`config.mk`:
```
export PLATFORM = sky130hd
export DESIGN_NAME = trd_ctrl_unit
export DESIGN_NICKNAME = d
export VERILOG_FILES = /design/src/rtl/tc_pkg.sv /design/src/rtl/tc_prio_enc.sv /design/src/rtl/trd_ctrl_unit.sv
export SDC_FILE = /design/constraint.sdc
export NUM_CORES = 1
export LEC_CHECK = 0
export CAP_MARGIN = 15
export CORE_MARGIN = 2
export CORE_UTILIZATION = 46
export DETAILED_ROUTE_END_ITERATION = 8
export PLACE_DENSITY = 0.67
export SYNTH_ARGS = -nofsm -noshare
export SYNTH_HDL_FRONTEND = slang
export SYNTH_HIERARCHICAL = 1
export SYNTH_SLANG_ARGS = --single-unit
```
`constraint.sdc`:
```
create_clock -name clk -period 15.1 [get_ports clk]
set_input_delay 1.51 -clock clk [delete_from_list [all_inputs] [get_ports clk]]
set_output_delay 1.51 -clock clk [all_outputs]
set_load 0.02 [all_outputs]
```
`src/rtl/tc_pkg.sv`:
```
// Shared types and constants for the thread-control unit.
package tc_pkg;

    localparam int TRD_W       = 3;
    localparam int NUM_TRD_DEF = 8;

    typedef enum logic [2:0] {
        OP_NOP   = 3'd0,
        OP_SPAWN = 3'd1,
        OP_KILL  = 3'd2,
        OP_EXIT  = 3'd3,
        OP_JOIN  = 3'd4
    } trd_op_e;

    typedef enum logic [1:0] {
        ST_FREE      = 2'd0,
        ST_RUN       = 2'd1,
        ST_JOIN_WAIT = 2'd2,
        ST_RESUME    = 2'd3
    } trd_state_e;

endpackage

```
`src/rtl/tc_prio_enc.sv`:
```
// Lowest-index-first priority encoder: one-hot grant plus its binary index.
module tc_prio_enc #(
    parameter int N = 8
) (
    input  logic [N-1:0]         req,
    output logic [N-1:0]         gnt,
    output logic [$clog2(N)-1:0] idx
);

    // Scan from the top down so the lowest set request is the last one written.
    // NOTE: every output gets a default before the loop so no latch is inferred.
    always_comb begin
        gnt = '0;
        idx = '0;
        for (int i = N - 1; i >= 0; i--) begin
            if (req[i]) begin
                gnt    = '0;
                gnt[i] = 1'b1;
                idx    = ($clog2(N))'(i);
            end
        end
    end

endmodule

```
`src/rtl/trd_ctrl_unit.sv`:
```
// Thread-control unit: owns per-thread run state (spawn/kill/exit/join),
// drives fetch PC loads, register-file init writes and flush masks.
// Optional statistics counters are built when TC_STAT_EN is defined.
module trd_ctrl_unit
    import tc_pkg::*;
#(
    parameter int          NUM_TRD  = NUM_TRD_DEF,
    parameter logic [31:0] RESET_PC = 32'h0,
    parameter logic [4:0]  INIT_REG = 5'd1
) (
    input  logic               clk,
    input  logic               rst,
    input  logic [2:0]         trd_ctrl_mem,
    input  logic [TRD_W-1:0]   trd_mem,
    input  logic [TRD_W-1:0]   obj_trd_mem,
    input  logic [31:0]        pc_mem,
    input  logic [31:0]        new_pc_mem,
    input  logic [31:0]        new_data_mem,
    input  logic               init_gnt,
    output logic [NUM_TRD-1:0] trd_active,
    output logic               pc_ld_en,
    output logic [TRD_W-1:0]   pc_ld_trd,
    output logic [31:0]        pc_ld_pc,
    output logic               init_wr_en,
    output logic [TRD_W-1:0]   init_trd,
    output logic [4:0]         init_reg,
    output logic [31:0]        init_data,
    output logic [NUM_TRD-1:0] kill_mask,
    output logic               stall_tc,
    output logic               err_tc
`ifdef TC_STAT_EN
    ,
    output logic [15:0]        spawn_cnt,
    output logic [15:0]        kill_cnt,
    output logic [31:0]        join_cyc_cnt
`endif
);

    trd_state_e [NUM_TRD-1:0]            state_q, state_d;
    logic       [NUM_TRD-1:0][TRD_W-1:0] join_tgt_q, join_tgt_d;
    logic       [NUM_TRD-1:0][31:0]      resume_pc_q, resume_pc_d;

    logic               first_q;
    logic [NUM_TRD-1:0] active_d, kill_d;
    logic               err_d, pc_ld_en_d, init_wr_en_d;
    logic [TRD_W-1:0]   pc_ld_trd_d, init_trd_d;
    logic [31:0]        pc_ld_pc_d, init_data_d;
    logic [NUM_TRD-1:0] resume_vec, resume_gnt;
    logic [TRD_W-1:0]   resume_idx;
    logic               resume_any, req_vld, accept, spawn_ok, free_ok;

    // Collect threads waiting for a PC-load slot.
    always_comb begin
        for (int i = 0; i < NUM_TRD; i++) resume_vec[i] = (state_q[i] == ST_RESUME);
    end

    tc_prio_enc #(.N(NUM_TRD)) u_resume_enc (
        .req (resume_vec),
        .gnt (resume_gnt),
        .idx (resume_idx)
    );

    assign resume_any = |resume_gnt;
    assign req_vld    = (trd_ctrl_mem != OP_NOP);
    // A pending resume owns the PC-load port, so requests wait behind it.
    assign stall_tc   = req_vld && (resume_any || first_q ||
                        (init_wr_en && !init_gnt && trd_ctrl_mem == OP_SPAWN));
    assign accept     = req_vld && !stall_tc;
    assign init_reg   = INIT_REG;

    // Next-state: resume service, request decode, then join wake-up.
    always_comb begin
        logic [NUM_TRD-1:0] freed;
        logic               do_free;
        logic [TRD_W-1:0]   victim;
        state_d      = state_q;
        join_tgt_d   = join_tgt_q;
        resume_pc_d  = resume_pc_q;
        kill_d       = '0;
        err_d        = 1'b0;
        pc_ld_en_d   = 1'b0;
        pc_ld_trd_d  = pc_ld_trd;
        pc_ld_pc_d   = pc_ld_pc;
        init_wr_en_d = init_wr_en && !init_gnt;
        init_trd_d   = init_trd;
        init_data_d  = init_data;
        spawn_ok     = 1'b0;
        free_ok      = 1'b0;
        freed        = '0;
        do_free      = 1'b0;
        victim       = trd_mem;

        if (resume_any) begin
            pc_ld_en_d          = 1'b1;
            pc_ld_trd_d         = resume_idx;
            pc_ld_pc_d          = resume_pc_q[resume_idx];
            state_d[resume_idx] = ST_RUN;
        end

        if (accept) begin
            case (trd_ctrl_mem)
                OP_SPAWN: begin
                    if (state_q[obj_trd_mem] == ST_FREE) begin
                        state_d[obj_trd_mem] = ST_RUN;
                        pc_ld_en_d   = 1'b1;
                        pc_ld_trd_d  = obj_trd_mem;
                        pc_ld_pc_d   = new_pc_mem;
                        init_wr_en_d = 1'b1;
                        init_trd_d   = obj_trd_mem;
                        init_data_d  = new_data_mem;
                        spawn_ok     = 1'b1;
                    end else begin
                        err_d = 1'b1;
                    end
                end
                OP_KILL: begin
                    // Self-kill is an exit; the issuer is necessarily running.
                    victim  = obj_trd_mem;
                    do_free = (obj_trd_mem == trd_mem) ||
                              (state_q[obj_trd_mem] == ST_RUN) ||
                              (state_q[obj_trd_mem] == ST_JOIN_WAIT);
                end
                OP_EXIT: begin
                    victim  = trd_mem;
                    do_free = 1'b1;
                end
                OP_JOIN: begin
                    if (state_q[obj_trd_mem] != ST_FREE) begin
                        state_d[trd_mem]     = ST_JOIN_WAIT;
                        join_tgt_d[trd_mem]  = obj_trd_mem;
                        resume_pc_d[trd_mem] = pc_mem + 32'd4;
                        kill_d[trd_mem]      = 1'b1;
                    end
                end
                default: err_d = 1'b1;
            endcase
        end

        if (do_free) begin
            state_d[victim] = ST_FREE;
            kill_d[victim]  = 1'b1;
            freed[victim]   = 1'b1;
            free_ok         = 1'b1;
        end

        for (int i = 0; i < NUM_TRD; i++) begin
            if (state_d[i] == ST_JOIN_WAIT && freed[join_tgt_d[i]]) state_d[i] = ST_RESUME;
            active_d[i] = (state_d[i] == ST_RUN);
        end
    end

    // State and registered outputs.
    // NOTE: sequential state uses non-blocking assignments so all registers update together.
    always_ff @(posedge clk or posedge rst) begin
        if (rst) begin
            for (int i = 0; i < NUM_TRD; i++) state_q[i] <= (i == 0) ? ST_RUN : ST_FREE;
            // NOTE: join targets and resume PCs are only read after being written, but are
            // small enough that a full reset keeps simulation free of X.
            join_tgt_q  <= '0;
            resume_pc_q <= '0;
            first_q     <= 1'b1;
            trd_active  <= NUM_TRD'(1);
            kill_mask   <= '0;
            err_tc      <= 1'b0;
            pc_ld_en    <= 1'b1;
            pc_ld_trd   <= '0;
            pc_ld_pc    <= RESET_PC;
            init_wr_en  <= 1'b0;
            init_trd    <= '0;
            init_data   <= '0;
        end else begin
            state_q     <= state_d;
            join_tgt_q  <= join_tgt_d;
            resume_pc_q <= resume_pc_d;
            first_q     <= 1'b0;
            trd_active  <= active_d;
            kill_mask   <= kill_d;
            err_tc      <= err_d;
            pc_ld_en    <= pc_ld_en_d;
            pc_ld_trd   <= pc_ld_trd_d;
            pc_ld_pc    <= pc_ld_pc_d;
            init_wr_en  <= init_wr_en_d;
            init_trd    <= init_trd_d;
            init_data   <= init_data_d;
        end
    end

`ifdef TC_STAT_EN
    logic [TRD_W:0] jw_cnt;
    logic [32:0]    join_sum;

    // Count waiting threads this cycle and form the saturating join-cycle sum.
    always_comb begin
        jw_cnt = '0;
        for (int i = 0; i < NUM_TRD; i++)
            jw_cnt = jw_cnt + (TRD_W + 1)'(state_q[i] == ST_JOIN_WAIT);
        join_sum = {1'b0, join_cyc_cnt} + 33'(jw_cnt);
    end

    // Saturating statistics counters.
    always_ff @(posedge clk or posedge rst) begin
        if (rst) begin
            spawn_cnt    <= '0;
            kill_cnt     <= '0;
            join_cyc_cnt <= '0;
        end else begin
            if (spawn_ok && spawn_cnt != 16'hFFFF) spawn_cnt <= spawn_cnt + 16'd1;
            if (free_ok && kill_cnt != 16'hFFFF)   kill_cnt  <= kill_cnt + 16'd1;
            join_cyc_cnt <= join_sum[32] ? 32'hFFFF_FFFF : join_sum[31:0];
        end
    end
`endif

endmodule
```
# After elaboration in Yosys (flattened, before gate mapping)
# Index checks and enable logic that the tools add are counted.
# word_totals
output_inout_bits	95
elab_cells	221
register_bits	386
input_bits	108
# op_classes
mux	98
n_reduce_logical	29
n_bitwise	12
n_addsub	1
order_cmp	16
eq_ne	31
# op_table
operator	count
bitwise mux 256 bit	1
two-way mux 32 bit	6
two-way mux 8 bit	13
binary-select mux 32 bit (select 3 bit)	1
demux 32 bit (select 3 bit)	1
two-way mux 16 bit	5
two-way mux 24 bit	3
< comparator 3 x 4 -> 1 bit (second input constant)	12
two-way mux 3 bit	15
== test 2 bit (second input constant)	17
adder 32 x 3 -> 32 bit (second input constant)	1
OR 8 bit	4
one-hot mux 16 bit (2 select lines)	1
two-way mux 2 bit	13
bitwise AND 8 bit	3
binary-select mux 1 bit (select 3 bit)	8
bitwise mux 24 bit	1
demux 2 bit (select 3 bit)	4
NOT 8 bit	3
two-way mux 1 bit	20
== test 2 x 1 -> 1 bit (second input constant)	9
bitwise AND 16 bit	1
logical AND 1 bit	16
NOT 16 bit	1
other kinds (17)	28

# Logic depth before layout (Yosys ltp)
# Gate-level depths: netlist of run 1.
# depth
depth_word	27
depth_mapped	13
mapped_depth_nobuf	12

# Hierarchy
# Netlist of run 1, hierarchy kept.
# by_module_without_submodules
module	area_each_um2	seq_area_each_um2	n_inst	cells_per_inst
trd_ctrl_unit	17920.9	9664.3	1	1818
tc_prio_enc	147.6	0.0	1	21

# Worst setup path before layout of run 1
# Ideal clock, no wire load.
# synth_path
path_kind	input to output
startpoint	input port trd_ctrl_mem[1]
endpoint	output port stall_tc
t_arrival_ps	2433
required_time_ps	13590
path_stages	3
n_path_buf	1
setup_slack_ps	11157
cell_sequence	clkbuf_1 or3_1 a21oi_1
# synth_via
elab_chain_len	4
# synth_lines
element	line	source
start, declared	trd_ctrl_unit.sv:13	input logic [2:0] trd_ctrl_mem,
== test 3 x 1 -> 1 bit	trd_ctrl_unit.sv:67	(init_wr_en && !init_gnt && trd_ctrl_mem == OP_SPAWN));
logical AND 1 bit	trd_ctrl_unit.sv:67	
logical OR 1 bit	trd_ctrl_unit.sv:66	assign stall_tc = req_vld && (resume_any || first_q ||
logical AND 1 bit (*)	trd_ctrl_unit.sv:66	
end, declared	trd_ctrl_unit.sv:29	output logic stall_tc,
# Every way passes the cells marked *; elsewhere a longest branch is shown, timed or not.

# Worst setup path after layout of run 1
# layout_path
startpoint	register state_q[0] (netlist bit)
endpoint	output port stall_tc
# layout_via
elab_chain_len	6
# layout_lines
element	line	source
start, declared	trd_ctrl_unit.sv:39	trd_state_e [NUM_TRD-1:0] state_q, state_d;
start signal, assigned	trd_ctrl_unit.sv:172	state_q <= state_d;
== test 2 bit	trd_ctrl_unit.sv:54	for (int i = 0; i < NUM_TRD; i++) resume_vec[i] = (state_q[i] == ST_RESUME);
named net resume_vec[0]	trd_ctrl_unit.sv:48	logic [NUM_TRD-1:0] resume_vec, resume_gnt;
two-way mux 8 bit	tc_prio_enc.sv:16	if (req[i]) begin
named net resume_gnt[5]	trd_ctrl_unit.sv:48	
OR reduction 8 bit	trd_ctrl_unit.sv:63	assign resume_any = |resume_gnt;
logical OR 1 bit (2 in series)	trd_ctrl_unit.sv:66	
logical AND 1 bit	trd_ctrl_unit.sv:66	
# The timed path passes the listed nets, and every way through them passes these cells.

==> results.yml, run 1 <==
floorplanning:
  start_util: 0.466
  die_area_mm2: 0.0409
  io_pins: 203
  rows: 72
  dieWidth_um: 202
  die_y_um: 202
  core_mm2: 0.0387
finish:
  layout.nets: 2091
  mostFrequentLayoutCell: "dfrtp_1"
  drive_above_1_share: 0.109
  final_cells: 2527
  final_cell_mix: "dfrtp_1, nand2_1, a21oi_1, clkdlybuf4s50_1, nor2_1"
  area_delta_synth_final_pct: 20.1
  n_fill_cell: 3438
  n_antenna_cell: 0
placement:
  gp_congestion: 0.968
  port_buffers: 197
  hpwl_mm: 31.5
  dp.cells: 2456
synth:
  synth_cell_types: 72
  synthSimpleGateAreaFrac: 0.163
  synth-edff-count: 0
  avgSynthCellArea_um2: 9.83
  synth_seq_area_share: 0.535
  synthTopCellsByArea: "dfrtp_1, nand2_1, a21oi_1"
  yosys.area.top_type: "dfrtp_1"
  synth-seq-cells: 386
  yosysWarnings: 6
  synth_top_family_by_area: "simple AND/OR/NAND/NOR gates"
  synthArstFlopShare: 1.00
  synthAdderAreaFrac: 0.000692
  synth_xor_area_frac: 0.0194
  synth_flop_cell: "dfrtp_1"
  synth-compound-area-share: 0.135
  synth.top_cell.area_share: 0.529
  syn-cell-area_mm2: 0.0181
  yosys-mux-area-fraction: 0.108
  syn_inst: 1839
timing:
  clock.fmax_mhz: 194
  whs_ns: 0.472
  setup_violations: 0
  rsz0062_at_grt: "no"
  finalHoldViolCount: 0
  clock_skew_ns: 0.0222
  min_period_ns: 5.16
  worstMarginPinSlew_ns: 1.17
  period_share: 0.341
  slew_viol_final: 0
  fin_setup_tns_ns: 0
  max-slew-margin-rel: 0.222
detailed_routing:
  routedWlPerCell_um: 19.7
  drtPass1Iterations: 5
  ant_nets: 0
  drc_errors: 0
  first_iter_violations: 1063
  via_per_inst: 5.55
  vias: 14000
  wl_mm: 49.7
clocking:
  clk_path_buf_depth: 3
  cts_root_buf: "clkbuf_16"
  cts_setup_buffers: 0
  cts_made_buffers: 42
  cts_resized: 0
  cts_hold_buffers: 0
  numClockSinks: 386
  cts_tree: "built"
  clkTransAtPathRegs_ns: 0.06
  insertion_delay_ns: 0.57
  cts_max_level: 2
power:
  powerDensity_mw_per_mm2: 210
  p_int_w: 0.00274
  peakVddDrop_v: 0.000188
  seqPwrFrac: 0.347
  clockPowerShare: 0.214
  switchingPower_w: 0.00181
  p_sw_frac: 0.398
  cellLeakagePower_nw: 9.71
  combPwrFrac: 0.439
worst_setup_path:
  r2r_start: "state_q[0]"
  critical_path.max_stage_delay_ns: 0.58
  worst-path-max-fanout: 8
  cp_cell_sequence: "and2_1, nor4_4, and3b_1, or4_4, nor3_2, a21oi_1, clkdlybuf4s50_1"
  critPathLaunchType: "register"
  crit_path_end_kind: "primary output"
  cp.required_ns: 13.59
  cpMaxStageDelayCell: "clkdlybuf4s50_1"
  path_buf_inv: 1
  cp.arrival_ns: 3.65
  cp_top_family: "simple AND/OR/NAND/NOR gates"
  startpoint: "state_q[0]"
  path_class: "register to primary output"
hold_path:
  min_from: "init_data[10]"
  hold_path.class: "register to register"
global_route:
  grt_pass1_wl_mm: 79.6
  grt_use_total: 0.247
  grt_max_degree: 100
  first_global_vias: 14200
  overflow: 0
  antenna_found_initial: 0
job:
  max_cap_viol_count: 0
run_status:
  outcome: "complete, no violations"
## logic make-up after synthesis
group,after synthesis
buf+inv,160
simple gates,681
flops,386
mux,127
xor+xnor,40
compound gates,442
other cells,2
fa+ha+maj,1
## stage by stage
| step | utilization | setup slack [ns] | cell area [µm²] | total power [W] |
|---|---|---|---|---|
| floorplan | - | 2.87 | 18100 | 0.00289 |
| global placement | 0.527 | 9.87 | 20400 | 0.00354 |
| detailed placement | 0.527 | 9.86 | 20400 | 0.00360 |
| CTS | 0.560 | 9.97 | 21700 | 0.00458 |
| global route | 0.560 | 9.82 | 21700 | 0.00484 |
| finish | 0.560 | 9.94 | 21700 | 0.00455 |
## power groups by stage
stage / Clock [W] / Combinational (W) / Sequential, W
detailed placement: 0 / 0.00200 / 0.00159
CTS: 0.000990 / 0.00201 / 0.00158
floorplan: 0 / 0.00124 / 0.00166
finish: 0.000972 / 0.00199 / 0.00158
global route: 0.00103 / 0.00218 / 0.00162
global placement: 0 / 0.00197 / 0.00158
## worst min-delay path, stage by stage, from the launching register on
cell and delay (ns):
dfrtp_1 0.34, nand2_1 0.05, nand2_1 0.06
## area by class of cell
type | instances | area, µm² | share of cell area
timing repair buffer | 226 | 2190 | 0.101
clock inverter | 13 | 92.6 | 0.00427
tap | 518 | 648 | 0.0299
multi-input combinational | 1297 | 7790 | 0.359
inverter | 29 | 116 | 0.00536
sequential | 386 | 9660 | 0.445
clock buffer | 58 | 1190 | 0.0550
## path summary, 6_finish.rpt
check / end / slack, ns / cells past startpoint
hold reg to reg: init_data[10] / 0.47 / 2
hold / removal: init_data[10] / 0.47 / 2
min in group asynchronous: kill_mask[2] / 1.41 / 2
setup reg to reg: state_q[10] / 10.28 / 12
setup / recovery: stall_tc / 9.94 / 7
max in group asynchronous: pc_ld_pc[25] / 12.13 / 3
## Yosys cell counts, types with 6 or more instances
| cell type | n |
|---|---|
| o211ai_1 | 13 |
| mux4_2 | 48 |
| nor2_1 | 193 |
| buf_4 | 7 |
| mux2i_1 | 42 |
| nand2_1 | 355 |
| inv_1 | 28 |
| clkbuf_1 | 83 |
| o31ai_1 | 6 |
| buf_2 | 14 |
| nand3_1 | 35 |
| xor2_1 | 17 |
| xnor2_1 | 23 |
| nor3b_1 | 6 |
| nor3_1 | 11 |
| a22o_1 | 10 |
| dfrtp_1 | 382 |
| buf_6 | 8 |
| a21oi_1 | 216 |
| and3_1 | 11 |
| or2_2 | 6 |
| buf_1 | 19 |
| nor2b_1 | 7 |
| a31oi_1 | 11 |
| o21ai_0 | 151 |
| mux2_2 | 31 |
| nand2b_1 | 7 |
| nand4_1 | 9 |
| and2_1 | 14 |
## registers in the layout, indices dropped and copies added, names as in the netlist
| register | count |
|---|---|
| err_tc | 1 |
| first_q | 1 |
| init_data | 32 |
| init_trd | 3 |
| init_wr_en | 1 |
| join_tgt_q | 24 |
| kill_mask | 8 |
| pc_ld_en | 1 |
| pc_ld_pc | 32 |
| pc_ld_trd | 3 |
| resume_pc_q | 256 |
| state_q | 16 |
| trd_active | 8 |
## layer usage
layer	global-route usage	up-vias	part of all wire
met1	0.340	6944	0.44
met3	0.0368	73	0.053
met4	0.0706	0	0.023
met5	0	-	0
met2	0.411	424	0.48
li1	-	6572	-
Power figures use the tool's default switching activity.
==> run 2, diff against run 1 <==
--- a/config.mk
+++ b/config.mk
@@ -9,7 +9,7 @@
 export CORE_MARGIN = 2
 export CORE_UTILIZATION = 46
 export DETAILED_ROUTE_END_ITERATION = 8
-export PLACE_DENSITY = 0.67
+export PLACE_DENSITY = 0.7
 export SYNTH_ARGS = -nofsm -noshare
 export SYNTH_HDL_FRONTEND = slang
 export SYNTH_HIERARCHICAL = 1
==> constraint.sdc (replaced) <==
create_clock -name clk -period 4.1 [get_ports clk]
set_input_delay 0.41 -clock clk [delete_from_list [all_inputs] [get_ports clk]]
set_output_delay 0.41 -clock clk [all_outputs]
set_load 0.02 [all_outputs]
==> results.yml, run 2 (same netlist as run 1, synthesis figures left out) <==
worst_setup_path:
  cp.depth: 12
  cp-endpoint: "state_q[8]"
  path_buf_inv: 3
  crit_path_end_kind: "register"
  cp_top_family: "simple AND/OR/NAND/NOR gates"
  cp.required_ns: 4.55
  path_class: "register to register"
  cpMaxStageDelayCell: "or4_4"
  reg2reg_slack_ns: 0.26
  critical_path.max_stage_delay_ns: 0.57
  worst-path-max-fanout: 19
  cp.arrival_ns: 4.29
  cp_cell_sequence: "and2_1, nor4_4, and3b_1, or4_4, or2_2, nor4_4, buf_4, buf_4, mux2_2, inv_1, a211oi_1, o31ai_1"
  startpoint: "state_q[0]"
  r2r_start: "state_q[0]"
  r2r-end: "state_q[8]"
  reg2reg_depth: 12
  critPathLaunchType: "register"
power:
  peakVddDrop_v: 0.000604
  powerDensity_mw_per_mm2: 774
  finalPower_w: 0.0173
  cellLeakagePower_nw: 10.1
finish:
  mostFrequentLayoutCell: "dfrtp_1"
  register_area_mm2: 0.00966
  final_util: 0.577
  largest_reg_flops: 256
  area_delta_synth_final_pct: 23.7
  top_regs: "resume_pc_q x256, init_data x32, pc_ld_pc x32"
  multi_input_area_mm2: 0.00779
  fin_area_mm2: 0.0223
  n_antenna_cell: 0
  drive_above_1_share: 0.134
  final_cell_mix: "dfrtp_1, nand2_1, a21oi_1, clkdlybuf4s50_1, nor2_1"
  largest-register: "resume_pc_q"
  n_fill_cell: 3349
  layout.nets: 2149
placement:
  gp_congestion: 0.996
  port_buffers: 197
  hpwl_mm: 33.9
  placed_cell_area_mm2: 0.0210
timing:
  whs_ns: 0.346
  slew_viol_final: 0
  setup_violations: 0
  worstMarginPinSlew_ns: 0.948
  period_share: 0.937
  fin_setup_tns_ns: 0
  max-slew-margin-rel: 0.361
  min_period_ns: 3.84
  rsz0062_at_grt: "no"
  clock_skew_ns: 0.0102
  finalHoldViolCount: 0
  clock.fmax_mhz: 260
clocking:
  cts_hold_buffers: 0
  clkTransAtPathRegs_ns: 0.06
  numClockSinks: 386
  cts_resized: 0
  clk_path_buf_depth: 3
  cts_root_buf: "clkbuf_16"
  cts_tree: "built"
  insertion_delay_ns: 0.56
  cts_made_buffers: 42
  cts_max_level: 2
  cts_setup_buffers: 0
detailed_routing:
  wl_met2_mm: 23.9
  first_iter_violations: 1025
  ant_nets: 0
  drc_errors: 0
  drtPass1Iterations: 7
  routedWlPerCell_um: 19.6
  maxUsedRoutingLayer: "met4"
  wl_mm: 50.6
  vias: 14500
  via_per_inst: 5.58
  wl_met1_mm: 22.0
  wl_met3_mm: 3.33
job:
  max_cap_viol_count: 0
floorplanning:
  die_y_um: 202
  core_mm2: 0.0387
  io_pins: 203
  die_area_mm2: 0.0409
  rows: 72
  start_util: 0.466
  dieWidth_um: 202
global_route:
  grt_pass1_wl_mm: 81.2
  overflow: 0
  first_global_vias: 14500
  grt_use_total: 0.253
  grt_max_degree: 111
  antenna_found_initial: 0
run_status:
  outcome: "complete, no violations"
hold_path:
  hold_path.class: "primary input to asynchronous set/reset pin"
[run 2: cell types whose count changed in the layout (fill, tap and decap cells not counted)]
cell        previous run  this run
inv_8                  1         0
clkbuf_1               9        12
buf_4                 29        78
clkinvlp_4             2         3
bufinv_16              0         4
buf_12                 0         9
clkinv_2               8         7
inv_16                 1         0
[run 2: worst reg2reg max path, stage by stage, from the launching register on]
cell	delay (ns)
dfstp_2	0.54
and2_1	0.37
nor4_4	0.12
and3b_1	0.20
or4_4	0.57
or2_2	0.35
nor4_4	0.36
buf_4	0.21
buf_4	0.27
mux2_2	0.40
inv_1	0.07
a211oi_1	0.05
o31ai_1	0.24
[run 2: power by group]
part	internal (W)	leakage (nW)	switching, W	total [W]
Combinational	0.00314	4.26	0.00451	0.00765
Clock	0.00229	0.680	0.00153	0.00382
Sequential	0.00513	5.13	0.000685	0.00581
Total	0.0106	10.1	0.00672	0.0173
[run 2: worst min path at each step]
stage | startpoint | to | slack (ns) | depth (start not counted)
6_report | rst | join_tgt_q[3] | 0.35 | 2
5_1_grt | new_data_mem[16] | init_data[16] | 0.38 | 3
4_1_cts | rst | join_tgt_q[3] | 0.36 | 2
3_5_place_dp | resume_pc_q[0] | resume_pc_q[0] | 0.46 | 2
3_3_place_gp | resume_pc_q[67] | resume_pc_q[67] | 0.45 | 2
2_1_floorplan | resume_pc_q[64] | resume_pc_q[64] | 0.43 | 2
[run 2: layout make-up]
cell class	count	share of cell area
Clock buffer	61	0.0539
Multi-Input combinational cell	1297	0.349
Tap cell	518	0.0290
Sequential cell	386	0.433
Timing Repair Buffer	284	0.123
Inverter	29	0.00504
Clock inverter	15	0.00840
[run 2: metal layers]
| metal | vias to the layer above | GRT usage |
|---|---|---|
| met5 | - | 0 |
| met4 | 0 | 0.0785 |
| met3 | 100 | 0.0431 |
| met2 | 461 | 0.411 |
| met1 | 7199 | 0.348 |
| li1 | 6703 | - |
[run 2: stage by stage]
step | setup WS, ns | cells
after detailed placement | 0.297 | 2514
after floorplan | -1.50 | 1843
final | 0.259 | 2590
after global routing | 0.0966 | 2590
after global placement | 0.353 | 2514
after CTS | 0.253 | 2590
